==> src/rtl/matrix_cfg_pkg.sv <==
// ============================================================================
// Module   : matrix_cfg_pkg
// Brief    : Shared constants, FSM state codes and side codes for the
//            5x4 switch-matrix configuration loader.
// Revision : 1.0 - initial release
// ============================================================================
`default_nettype none

package matrix_cfg_pkg;

  localparam int NTOP  = 5;
  localparam int NSIDE = 4;
  localparam int WW    = 6;
  localparam int NW    = 2*NTOP + 2*NSIDE;
  localparam int CW    = $clog2(NW + 1);
  localparam logic [7:0] HDR = 8'hA5;

  typedef logic [1:0] state_t;
  localparam state_t ST_IDLE = 2'd0;
  localparam state_t ST_LOAD = 2'd1;
  localparam state_t ST_CHK  = 2'd2;
  localparam state_t ST_DONE = 2'd3;

  typedef enum logic [2:0] {
    SIDE_NONE = 3'd0,
    TOP       = 3'd1,
    RIGHT     = 3'd2,
    BOTTOM    = 3'd3,
    LEFT      = 3'd4
  } side_e;

  // Number of wires reachable on a given side; 0 means no index limit applies.
  function automatic logic [2:0] side_limit(input logic [2:0] side);
    case (side)
      TOP, BOTTOM: side_limit = 3'(NTOP);
      RIGHT, LEFT: side_limit = 3'(NSIDE);
      default:     side_limit = 3'd0;
    endcase
  endfunction

endpackage

`default_nettype wire

==> src/rtl/matrix_cfg_word_check.sv <==
// ============================================================================
// Module   : matrix_cfg_word_check
// Brief    : Combinational validity check of one routing byte for a slot.
// Revision : 1.0 - initial release
// ============================================================================
`default_nettype none

module matrix_cfg_word_check
  import matrix_cfg_pkg::*;
(
  input  logic [7:0]    data,
  input  logic [CW-1:0] slot,
  output logic          invalid
);

  logic [2:0] w_side;
  logic [2:0] w_idx;

  always_comb begin
    w_side  = data[2:0];
    w_idx   = data[5:3];
    // A slot outside the frame can never hold a legal word.
    invalid = (data[7:6] != 2'b00) || (slot >= CW'(NW));
    case (w_side)
      SIDE_NONE:                   ;
      TOP, BOTTOM, RIGHT, LEFT: if (w_idx >= side_limit(w_side)) invalid = 1'b1;
      default:                     invalid = 1'b1;
    endcase
  end

endmodule

`default_nettype wire

==> src/rtl/matrix_cfg_loader.sv <==
// ============================================================================
// Module   : matrix_cfg_loader
// Brief    : Framed byte-stream loader; validates 18 routing words into a
//            shadow bank and commits them atomically to the active bank.
//            Define MATRIX_CFG_CHECKSUM_EN to require a trailing XOR byte.
// Revision : 1.0 - initial release
// ============================================================================
`default_nettype none

module matrix_cfg_loader
  import matrix_cfg_pkg::*;
(
  input  logic              clk,
  input  logic              rst_n,
  input  logic              cfg_valid,
  input  logic [7:0]        cfg_data,
  output logic              cfg_ready,
  input  logic              cfg_abort,
  output logic [NW*WW-1:0]  cfg_words,
  output logic              cfg_commit,
  output logic              cfg_err,
  output logic              busy
);

  state_t            r_state;
  state_t            w_state_nx;
  logic [CW-1:0]     r_cnt;
  logic              r_bad;
  logic [NW*WW-1:0]  r_shadow;
  logic [NW*WW-1:0]  r_active;
  logic              w_xfer;
  logic              w_hdr;
  logic              w_last;
  logic              w_load_we;
  logic              w_invalid;

`ifdef MATRIX_CFG_CHECKSUM_EN
  logic [7:0]        r_xor;
  localparam state_t c_after_load = ST_CHK;
`else
  localparam state_t c_after_load = ST_DONE;
`endif

  assign cfg_ready  = (r_state != ST_DONE);
  assign w_xfer     = cfg_valid & cfg_ready;
  assign w_hdr      = (cfg_data == HDR);
  assign w_last     = (r_cnt == CW'(NW - 1));
  assign w_load_we  = (r_state == ST_LOAD) & w_xfer & ~cfg_abort;
  assign busy       = (r_state != ST_IDLE);
  // An abort during DONE cancels the pending commit/error outcome.
  assign cfg_commit = (r_state == ST_DONE) & ~r_bad & ~cfg_abort;
  assign cfg_err    = (r_state == ST_DONE) &  r_bad & ~cfg_abort;
  assign cfg_words  = r_active;

  matrix_cfg_word_check u_word_check (
    .data    (cfg_data),
    .slot    (r_cnt),
    .invalid (w_invalid)
  );

  always_comb begin
    w_state_nx = r_state;
    if (cfg_abort) begin
      w_state_nx = ST_IDLE;
    end else begin
      case (r_state)
        ST_IDLE: if (w_xfer && w_hdr)  w_state_nx = ST_LOAD;
        ST_LOAD: if (w_xfer && w_last) w_state_nx = c_after_load;
`ifdef MATRIX_CFG_CHECKSUM_EN
        ST_CHK:  if (w_xfer)           w_state_nx = ST_DONE;
`endif
        default:                       w_state_nx = ST_IDLE;
      endcase
    end
  end

  always_ff @(posedge clk or negedge rst_n) begin
    if (!rst_n) begin
      r_state  <= ST_IDLE;
      r_cnt    <= '0;
      r_bad    <= 1'b0;
      r_shadow <= '0;
      r_active <= '0;
`ifdef MATRIX_CFG_CHECKSUM_EN
      r_xor    <= '0;
`endif
    end else begin
      r_state <= w_state_nx;
      for (int k = 0; k < NW; k++) begin
        if (w_load_we && (r_cnt == CW'(k))) r_shadow[k*WW +: WW] <= cfg_data[WW-1:0];
      end
      if (cfg_abort) begin
        r_cnt <= '0;
        r_bad <= 1'b0;
      end else begin
        case (r_state)
          ST_IDLE: begin
            if (w_xfer && w_hdr) begin
              r_cnt <= '0;
              r_bad <= 1'b0;
`ifdef MATRIX_CFG_CHECKSUM_EN
              r_xor <= '0;
`endif
            end
          end
          ST_LOAD: begin
            if (w_xfer) begin
              r_cnt <= r_cnt + 1'b1;
              r_bad <= r_bad | w_invalid;
`ifdef MATRIX_CFG_CHECKSUM_EN
              r_xor <= r_xor ^ cfg_data;
`endif
            end
          end
`ifdef MATRIX_CFG_CHECKSUM_EN
          ST_CHK: begin
            if (w_xfer) r_bad <= r_bad | (cfg_data != r_xor);
          end
`endif
          ST_DONE: begin
            if (!r_bad) r_active <= r_shadow;
          end
          default: ;
        endcase
      end
    end
  end

endmodule

`default_nettype wire
==> config.mk <==
export PLATFORM = sky130hd
export DESIGN_NAME = matrix_cfg_loader
export DESIGN_NICKNAME = d
export VERILOG_FILES = /design/src/rtl/matrix_cfg_pkg.sv /design/src/rtl/matrix_cfg_word_check.sv /design/src/rtl/matrix_cfg_loader.sv
export SDC_FILE = /design/constraint.sdc
export NUM_CORES = 1
export LEC_CHECK = 0
export CORE_AREA = 4 4 155 120
export CTS_BUF_LIST = sky130_fd_sc_hd__clkbuf_8
export DETAILED_ROUTE_END_ITERATION = 6
export DIE_AREA = 0 0 159 124
export PLACE_DENSITY = 0.76
export SETUP_SLACK_MARGIN = 0.4
export SLEW_MARGIN = 40
export SYNTH_ARGS = -nofsm -noshare
export SYNTH_HDL_FRONTEND = slang
export SYNTH_HIERARCHICAL = 1
export SYNTH_SLANG_ARGS = --single-unit
==> constraint.sdc <==
create_clock -name clk -period 2.2 [get_ports clk]
set_input_delay 0.44 -clock clk [delete_from_list [all_inputs] [get_ports clk]]
set_output_delay 0.44 -clock clk [all_outputs]
set_load 0.005 [all_outputs]
==> reports/qor_table.md, run 1 <==
| Result | Value | Unit |
| --- | --- | --- |
| Run status | completed | - |
| Final #Nets | 771 | - |
| Unrepaired setup endpoints after global routing | true | - |
| Post-synth cell types | 42 | - |
| Cell mode on critical path | sky130_fd_sc_hd__buf_6 | - |
| Required time worst endpoint | 2.58 | ns |
| Hold Crit Depth | 3 | - |
| Antenna Nets Post-Route | 0 | - |
| Total area of multi-input combinational cells | 3240 | um2 |
| GRT busiest layer | met2 | - |
| Overall die width | 159 | um |
| Fraction of final layout cells with drive strength greater than 1 | 0.410 | - |
| Sink of the worst hold path | r_bad | - |
| Worst Hold Launch | cfg_abort | - |
| Commonest non-fill, non-tap cells in the layout | 220 x sky130_fd_sc_hd__dfrtp_1, 129 x sky130_fd_sc_hd__mux2_2, 107 x sky130_fd_sc_hd__dlygate4sd2_1, 58 x sky130_fd_sc_hd__mux2_1, 53 x sky130_fd_sc_hd__buf_4 | - |
| Initial cell density of the core | 0.510 | - |
| Nature of the critical path endpoint | register | - |
| Sequential share of the synthesized area | 0.639 | - |
| Final estimated routing congestion in global placement | 0.806 | - |
| Reg2Reg Launch Point | r_state[0] | - |
| Post-synthesis instance total | 552 | - |
| Maximum frequency from static timing analysis | 0.530 | GHz |
| Diode count | 0 | - |
| Accumulated negative setup slack | 0 | ns |
| Clock-pin slew of the registers on the worst-case setup and hold paths | 0.06 | ns |
| Number of fill cells in the layout | 1205 | - |
| Overall via count from detail_route | 5316 | - |
| Final hold slack | 0.367 | ns |
| Cts bufs inserted | 36 | - |
| Fin util | 0.673 | - |
| Adder-Cell Fraction of Synth Area | 0.00998 | - |
| IO buf count | 123 | - |
| Total Die Area | 19700 | um2 |
| GR Layer Usage met3 | 0.0420 | - |
| Type of the most critical hold path | in2reg | - |
| Number of cells traversed by the worst register-to-register path | 7 | - |
| Total routing resource utilization after global routing | 0.193 | - |
| Critical Path AT | 2.26 | ns |
| Total Routed Length | 19800 | um |
| Number of violations reported at the end of detailed-routing iteration 0 | 200 | - |
| Sum of overflow across all layers after global routing | 0 | - |
| Count of pins over their slew limit | 0 | - |
| Largest family of logic cells by synthesized area | multiplexers | - |
| Post-synth EDFFs | 0 | - |
| HPWL after detailed placement | 12500 | um |
| Final setup violation count | 0 | - |
| Row count | 42 | - |
| Category of the worst setup path launch point | register | - |
| Warning count from the yosys run | 6 | - |
| Fin Clk Skew | 0.0166 | ns |
| Transition time of the tightest slew-check pin | 0.472 | ns |
| Ports placed on the boundary | 124 | - |
| Worst setup path class | reg2reg | - |
| Complex-gate fraction of the synthesized area | 0.00813 | - |
| First-pass GRT wire length | 30200 | um |
| Y dimension of the die | 124 | um |
| Number of hold violations in the final report | 0 | - |
| Syn Nets | 571 | - |
| Worst-path cell with the longest stage delay | sky130_fd_sc_hd__dfrtp_2 | - |
| Largest net degree at the start of global routing | 62 | - |
| Clock tree from TritonCTS | built | - |
| Area growth from synthesis to layout | 31.8 | % |
| Remaining DRCs | 0 | - |
| Minimum period implied by the final worst setup slack | 1.89 | ns |
| Slack of the worst reg-to-reg path | 0.31 | ns |
| Simple-gate area share of the yosys netlist | 0.0408 | - |
| Root buffer selected by CTS | sky130_fd_sc_hd__clkbuf_8 | - |
| Largest cells by area after synthesis | sky130_fd_sc_hd__dfrtp_1 64%, sky130_fd_sc_hd__mux2_2 17%, sky130_fd_sc_hd__mux2_1 11%, sky130_fd_sc_hd__ha_1 1.0%, sky130_fd_sc_hd__buf_2 0.74% | - |
| Max-slew headroom | 0.685 | - |
| Placeable core region | 17200 | um2 |
| Clock latency reported for the late side of the worst-skew pair | 0.51 | ns |
| Deepest clock path buffer count | 3 | - |
| Ordered cell list for the critical path | buf_6 > nand3b_4 > buf_6 > nor4_4 > and3_4 > buf_8 > mux2_4 | - |
| Routed length per placed instance | 19.9 | um |
| Leakage power of the design | 0.00653 | uW |
| Average instance area after synthesis | 15.9 | um2 |
| Max-cap check violation count | 0 | - |
| Post-DR vias/cell | 5.35 | - |
| Mux cell area share after synthesis | 0.281 | - |
| Final cycle utilization of the critical path | 0.857 | - |
| Post-synthesis async set-or-reset flop share | 1.00 | - |
| Parity-gate share of the synthesized area counting xor and xnor cells | 0.000998 | - |
| Sinks on Clock Net | 224 | - |
| Main synth FF type | sky130_fd_sc_hd__dfrtp_1 | - |
| Via count of the first global-routing pass | 5750 | - |
| Met1 Resource Use GR | 0.246 | - |
| Peak supply drop | 0.000414 | V |
| R2R Path End | r_shadow[102] | - |
| Max FO, Critical Path | 7 | - |
| Power density of the placed cells | 673 | nW/um2 |
| Post-synth top area cell | sky130_fd_sc_hd__dfrtp_1 | - |
| Number of register bits inferred by synthesis | 224 | - |
| Initial antenna violation count | 0 | - |
| Peak per-stage delay on the critical path | 0.44 | ns |
| Most frequent standard cell in the layout excluding fill and tap cells | sky130_fd_sc_hd__dfrtp_1 | - |
| Total number of H-tree levels | 2 | - |
| Total iterations of the first detailed-routing run | 4 | - |
| Flip-flop and latch area | 5610 | um2 |
| Cell Area, Synth | 8770 | um2 |
| Met2 Resource Use GR | 0.336 | - |
| Portion of synthesized cell area occupied by the leading cell type | 0.639 | - |
state kept, by name, summed over array words and instances (netlist names):
| name | count |
|---|---|
| cfg_words | 108 |
| r_shadow | 108 |
| r_cnt | 5 |
| r_state | 2 |
| r_bad | 1 |
logic make-up after synthesis:
family                   after synthesis
AO/OA/AOI/OAI                          9
adder cells (fa/ha/maj)                7
buffers and inverters                 38
XOR/XNOR                               1
AND/OR/NAND/NOR                       54
flip-flops                           224
multiplexers                         219
per-layer routing:
layer  vias to the layer above  part of all wire  wire length (um)
met5                         -                 0                 0
met4                         0             0.017               343
met3                        31             0.042               835
met2                       126              0.51             10000
met1                      2802              0.43              8540
li1                       2357                 -                 -
power by group:
| group | internal (uW) | switching, uW | total [uW] |
|---|---|---|---|
| Sequential | 4130 | 7.71 | 4140 |
| Clock | 1890 | 1520 | 3410 |
| Combinational | 78.4 | 158 | 237 |
| Total | 6100 | 1680 | 7790 |
how the worst max path moves through the flow:
stage	startpoint	endpoint	slack (ns)	cells after the start
2_1_floorplan	cfg_data[5]	r_cnt[4]	0.41	5
3_3_place_gp	cfg_abort	r_shadow[85]	-0.20	6
3_5_place_dp	cfg_abort	r_shadow[89]	-0.23	6
4_1_cts	cfg_abort	cfg_err	0.26	4
5_1_grt	r_state[1]	busy	0.28	3
6_report	r_state[0]	r_shadow[102]	0.31	7
layout make-up:
type	instances	share of cell area
multi-input cells	290	0.280
inverters	8	0.00260
clock buffers	47	0.0559
well taps	220	0.0238
repair buffers	192	0.149
flip-flops and latches	224	0.485
clock inverters	12	0.00390
synthesized netlist by cell type, types with 2 or more instances:
master / n
sky130_fd_sc_hd__and3_1: 3
sky130_fd_sc_hd__buf_1: 2
sky130_fd_sc_hd__buf_2: 13
sky130_fd_sc_hd__buf_4: 5
sky130_fd_sc_hd__clkbuf_1: 10
sky130_fd_sc_hd__dfrtp_1: 224
sky130_fd_sc_hd__ha_1: 7
sky130_fd_sc_hd__inv_1: 6
sky130_fd_sc_hd__inv_2: 2
sky130_fd_sc_hd__mux2_1: 88
sky130_fd_sc_hd__mux2_2: 129
sky130_fd_sc_hd__mux2i_1: 2
sky130_fd_sc_hd__nand2_1: 11
sky130_fd_sc_hd__nand2_2: 4
sky130_fd_sc_hd__nand3_1: 2
sky130_fd_sc_hd__nor2_1: 5
sky130_fd_sc_hd__nor2b_1: 8
sky130_fd_sc_hd__nor3_1: 4
sky130_fd_sc_hd__nor3b_1: 2
sky130_fd_sc_hd__nor4_2: 2
sky130_fd_sc_hd__or3_1: 2
stage by stage:
step | setup slack [ns] | instances | power [uW] | area [um2]
after floorplan | 0.414 | 552 | 4270 | 8770
after global placement | -0.201 | 904 | 4430 | 10500
after detailed placement | -0.226 | 904 | 4440 | 10500
after CTS | 0.261 | 986 | 7870 | 11300
after global routing | 0.278 | 993 | 8070 | 11600
final | 0.314 | 993 | 7790 | 11600
worst max-delay path: cells and delay by family, from the launching register on:
| family | cells | cell delay, ns |
|---|---|---|
| buffers and inverters | 3 | 0.41 |
| muxes | 1 | 0.30 |
| and+or+nand+nor | 3 | 0.62 |
| DFF | 1 | 0.44 |
timing repair:
item | in CTS | in global routing
resized for setup | 138 | 67
hold buffers | 1 | 0
cloned | 0 | 1
buffers inserted | 22 | 6
endpoints found under the hold margin | 57 | 0
pin swaps | 4 | 2
endpoints found under the setup margin | 254 | 83
(Power assumes the default switching activity.)
==> inputs of run 2 (changes only) <==
- DONT_BUFFER_PORTS: unset -> 1
- PLACE_DENSITY: 0.76 -> 0.67
==> run 2 against run 1 <==
The flow now finishes with violations (hold timing). Utilization down 7.6 points. Clock skew increased by 0.0043 ns. Worst setup slack improved by 0.049 ns. Worst hold slack got worse by 0.73 ns. Sequential share of layout area up 6.1 points. Power decreased by 1.4%. Largest cell class unchanged.
==> reports/qor_table.md, run 2 (synthesis gave the netlist of run 1 again) <==
| Result | Value | Unit | Change |
| --- | --- | --- | --- |
| Transition time of the tightest slew-check pin | 0.396 | ns | -0.0767 ns |
| Worst setup path class | reg2reg | - |  |
| Commonest non-fill, non-tap cells in the layout | 220 x sky130_fd_sc_hd__dfrtp_1, 129 x sky130_fd_sc_hd__mux2_2, 62 x sky130_fd_sc_hd__mux2_1, 46 x sky130_fd_sc_hd__clkbuf_8, 26 x sky130_fd_sc_hd__mux2_4 | - |  |
| Unrepaired setup endpoints after global routing | true | - |  |
| Power density of the placed cells | 748 | nW/um2 | +11% |
| Ports placed on the boundary | 124 | - | unchanged |
| Final estimated routing congestion in global placement | 0.724 | - | -10% |
| Post-layout worst setup margin | 0.363 | ns | +0.0492 ns |
| Overall die width | 159 | um | unchanged |
| Placeable core region | 17200 | um2 | unchanged |
| Fin cells | 833 | - | -16% |
| Max FO, Critical Path | 6 | - | -1 |
| Routed length per placed instance | 22.7 | um | +14% |
| Number of fill cells in the layout | 1323 | - | +9.8% |
| Count of buffer and inverter cells on the critical path | 2 | - | -1 |
| Remaining DRCs | 0 | - | unchanged |
| Final setup violation count | 0 | - | unchanged |
| Y dimension of the die | 124 | um | unchanged |
| Clock latency reported for the late side of the worst-skew pair | 0.51 | ns | about the same |
| Category of the worst setup path launch point | register | - |  |
| Final instance area | 10300 | um2 | -11% |
| Placed Cells incl. Taps | 752 | - | -17% |
| Number of violations reported at the end of detailed-routing iteration 0 | 178 | - | -11% |
| Initial cell density of the core | 0.510 | - | unchanged |
| Ordered cell list for the critical path | inv_2 > or4_4 > nor2b_4 > buf_6 > mux2_4 | - |  |
| Worst setup path start | r_cnt[2] | - |  |
| Final #Nets | 610 | - | -21% |
| Peak supply drop | 0.000360 | V | -13% |
| Minimum period implied by the final worst setup slack | 1.84 | ns | -0.0492 ns |
| Overall via count from detail_route | 4649 | - | -13% |
| Antenna Nets Post-Route | 0 | - | unchanged |
| Fraction of final layout cells with drive strength greater than 1 | 0.442 | - | +0.0320 |
| Total iterations of the first detailed-routing run | 4 | - | unchanged |
| Total Routed Length | 18900 | um | -4.4% |
| Peak per-stage delay on the critical path | 0.55 | ns | +0.11 ns |
| First-pass GRT wire length | 28900 | um | -4.3% |
| HPWL after detailed placement | 10900 | um | -13% |
| Number of hold violations in the final report | 224 | - | +224 |
| Post-DR vias/cell | 5.58 | - | +4.3% |
| Deepest clock path buffer count | 3 | - | unchanged |
| Clock tree from TritonCTS | built | - |  |
| Area growth from synthesis to layout | 17.0 | % |  |
| Root buffer selected by CTS | sky130_fd_sc_hd__clkbuf_8 | - |  |
| Initial antenna violation count | 0 | - | unchanged |
| Clock-pin slew of the registers on the worst-case setup and hold paths | 0.06 | ns | about the same |
| Minimum setup slack after placement | 0.203 | ns | +0.429 ns |
| Row count | 42 | - | unchanged |
| Sum of overflow across all layers after global routing | 0 | - | unchanged |
| Type of the most critical hold path | in2async | - |  |
| Max-slew headroom | 0.736 | - | +0.0511 |
| Final hold slack | -0.358 | ns | -0.725 ns |
| Run status | complete, but fails checks | - |  |
| Total number of H-tree levels | 2 | - | unchanged |
| Total routing resource utilization after global routing | 0.188 | - | -0.00501 |
| Hold-fix buffers, CTS | 1 | - | unchanged |
| Sinks on Clock Net | 224 | - | unchanged |
| Most frequent standard cell in the layout excluding fill and tap cells | sky130_fd_sc_hd__dfrtp_1 | - |  |
| Diode count | 0 | - | unchanged |
| Failing checks | hold timing | - |  |
| Reg2Reg Launch Point | r_cnt[2] | - |  |
| Max-cap check violation count | 0 | - | unchanged |
| Accumulated negative setup slack | 0 | ns | unchanged |
| Final cycle utilization of the critical path | 0.835 | - | -0.0223 |
| Maximum frequency from static timing analysis | 0.544 | GHz | +2.7% |
| Number of cells on the critical path | 5 | - | -2 |
| Fin Clk Skew | 0.0209 | ns | +0.00433 ns |
| Nature of the critical path endpoint | register | - |  |
| Worst-path cell with the longest stage delay | sky130_fd_sc_hd__or4_4 | - |  |
| Via count of the first global-routing pass | 5041 | - | -12% |
| IO buf count | 0 | - | -100% |
| Required time worst endpoint | 2.58 | ns | about the same |
| Largest delay share family, worst path | simple AND/OR/NAND/NOR gates | - |  |
| Count of pins over their slew limit | 0 | - | unchanged |
| Placed standard-cell area | 9000 | um2 | -14% |
| Critical Path AT | 2.22 | ns | -0.04 ns |
| Total Die Area | 19700 | um2 | unchanged |
| Leakage power of the design | 0.00534 | uW | -18% |
| Number of cells traversed by the worst register-to-register path | 5 | - | -2 |
| Largest net degree at the start of global routing | 225 | - | +260% |
| Cts bufs inserted | 36 | - | unchanged |
## run 2: cell count changes in the layout (fill, tap and decap cells not counted), moves of 4 or more
cell / before / now
sky130_fd_sc_hd__buf_2: 4 / 0
sky130_fd_sc_hd__buf_12: 5 / 1
sky130_fd_sc_hd__mux2_4: 30 / 26
sky130_fd_sc_hd__nand2_4: 8 / 4
sky130_fd_sc_hd__mux2_1: 58 / 62
sky130_fd_sc_hd__dlygate4sd2_1: 107 / 0
sky130_fd_sc_hd__buf_4: 53 / 15
sky130_fd_sc_hd__clkdlybuf4s50_1: 7 / 0
sky130_fd_sc_hd__dlymetal6s2s_1: 4 / 0
## run 2: area by class of cell
type / count / area [um2] / area share
Clock buffer: 46 / 633 / 0.0617
Tap cell: 220 / 275 / 0.0268
Sequential cell: 224 / 5610 / 0.547
Multi-Input combinational cell: 290 / 3210 / 0.313
Inverter: 8 / 30.0 / 0.00293
Timing Repair Buffer: 31 / 419 / 0.0408
Clock inverter: 14 / 81.3 / 0.00792
## run 2: worst paths after layout
| kind | endpoint | slack, ns |
|---|---|---|
| setup / recovery | r_shadow[88] | 0.36 |
| hold / removal | cfg_words[30] | -0.36 |
| setup reg to reg | r_shadow[88] | 0.36 |
| hold reg to reg | r_shadow[107] | 0.48 |
| max in group asynchronous | cfg_words[14] | 2.20 |
| min in group clk | r_shadow[57] | 0.06 |
## run 2: per-stage QoR
step | power (uW) | utilization
6_report | 7680 | 0.597
5_1_grt | 7990 | 0.597
4_1_cts | 7790 | 0.585
3_5_place_dp | 4250 | 0.524
3_3_place_gp | 4250 | 0.524
2_1_floorplan | 4270 | -
## run 2: repair_timing
item,in CTS,in global routing
setup endpoints to repair,182,163
pin swaps,1,3
buffers inserted,9,5
resized for setup,40,31
hold endpoints to repair,226,224
cloned,4,2
## run 2: report_power, final
| part | internal, uW | total [uW] | switching, uW | leakage [uW] |
|---|---|---|---|---|
| logic | 26.6 | 43.2 | 16.6 | 0.00180 |
| clock network | 1980 | 3490 | 1510 | 0.000411 |
| registers | 4130 | 4140 | 6.81 | 0.00312 |
| total | 6140 | 7680 | 1540 | 0.00534 |
## run 2: per-layer routing
layer | vias to the layer above | share of wire | routed length (um) | global-route usage
met5 | - | 0 | 0 | 0
met1 | 2476 | 0.43 | 8070 | 0.234
li1 | 2030 | - | - | -
met2 | 108 | 0.49 | 9310 | 0.318
met3 | 35 | 0.061 | 1150 | 0.0589
met4 | 0 | 0.019 | 364 | 0.0602
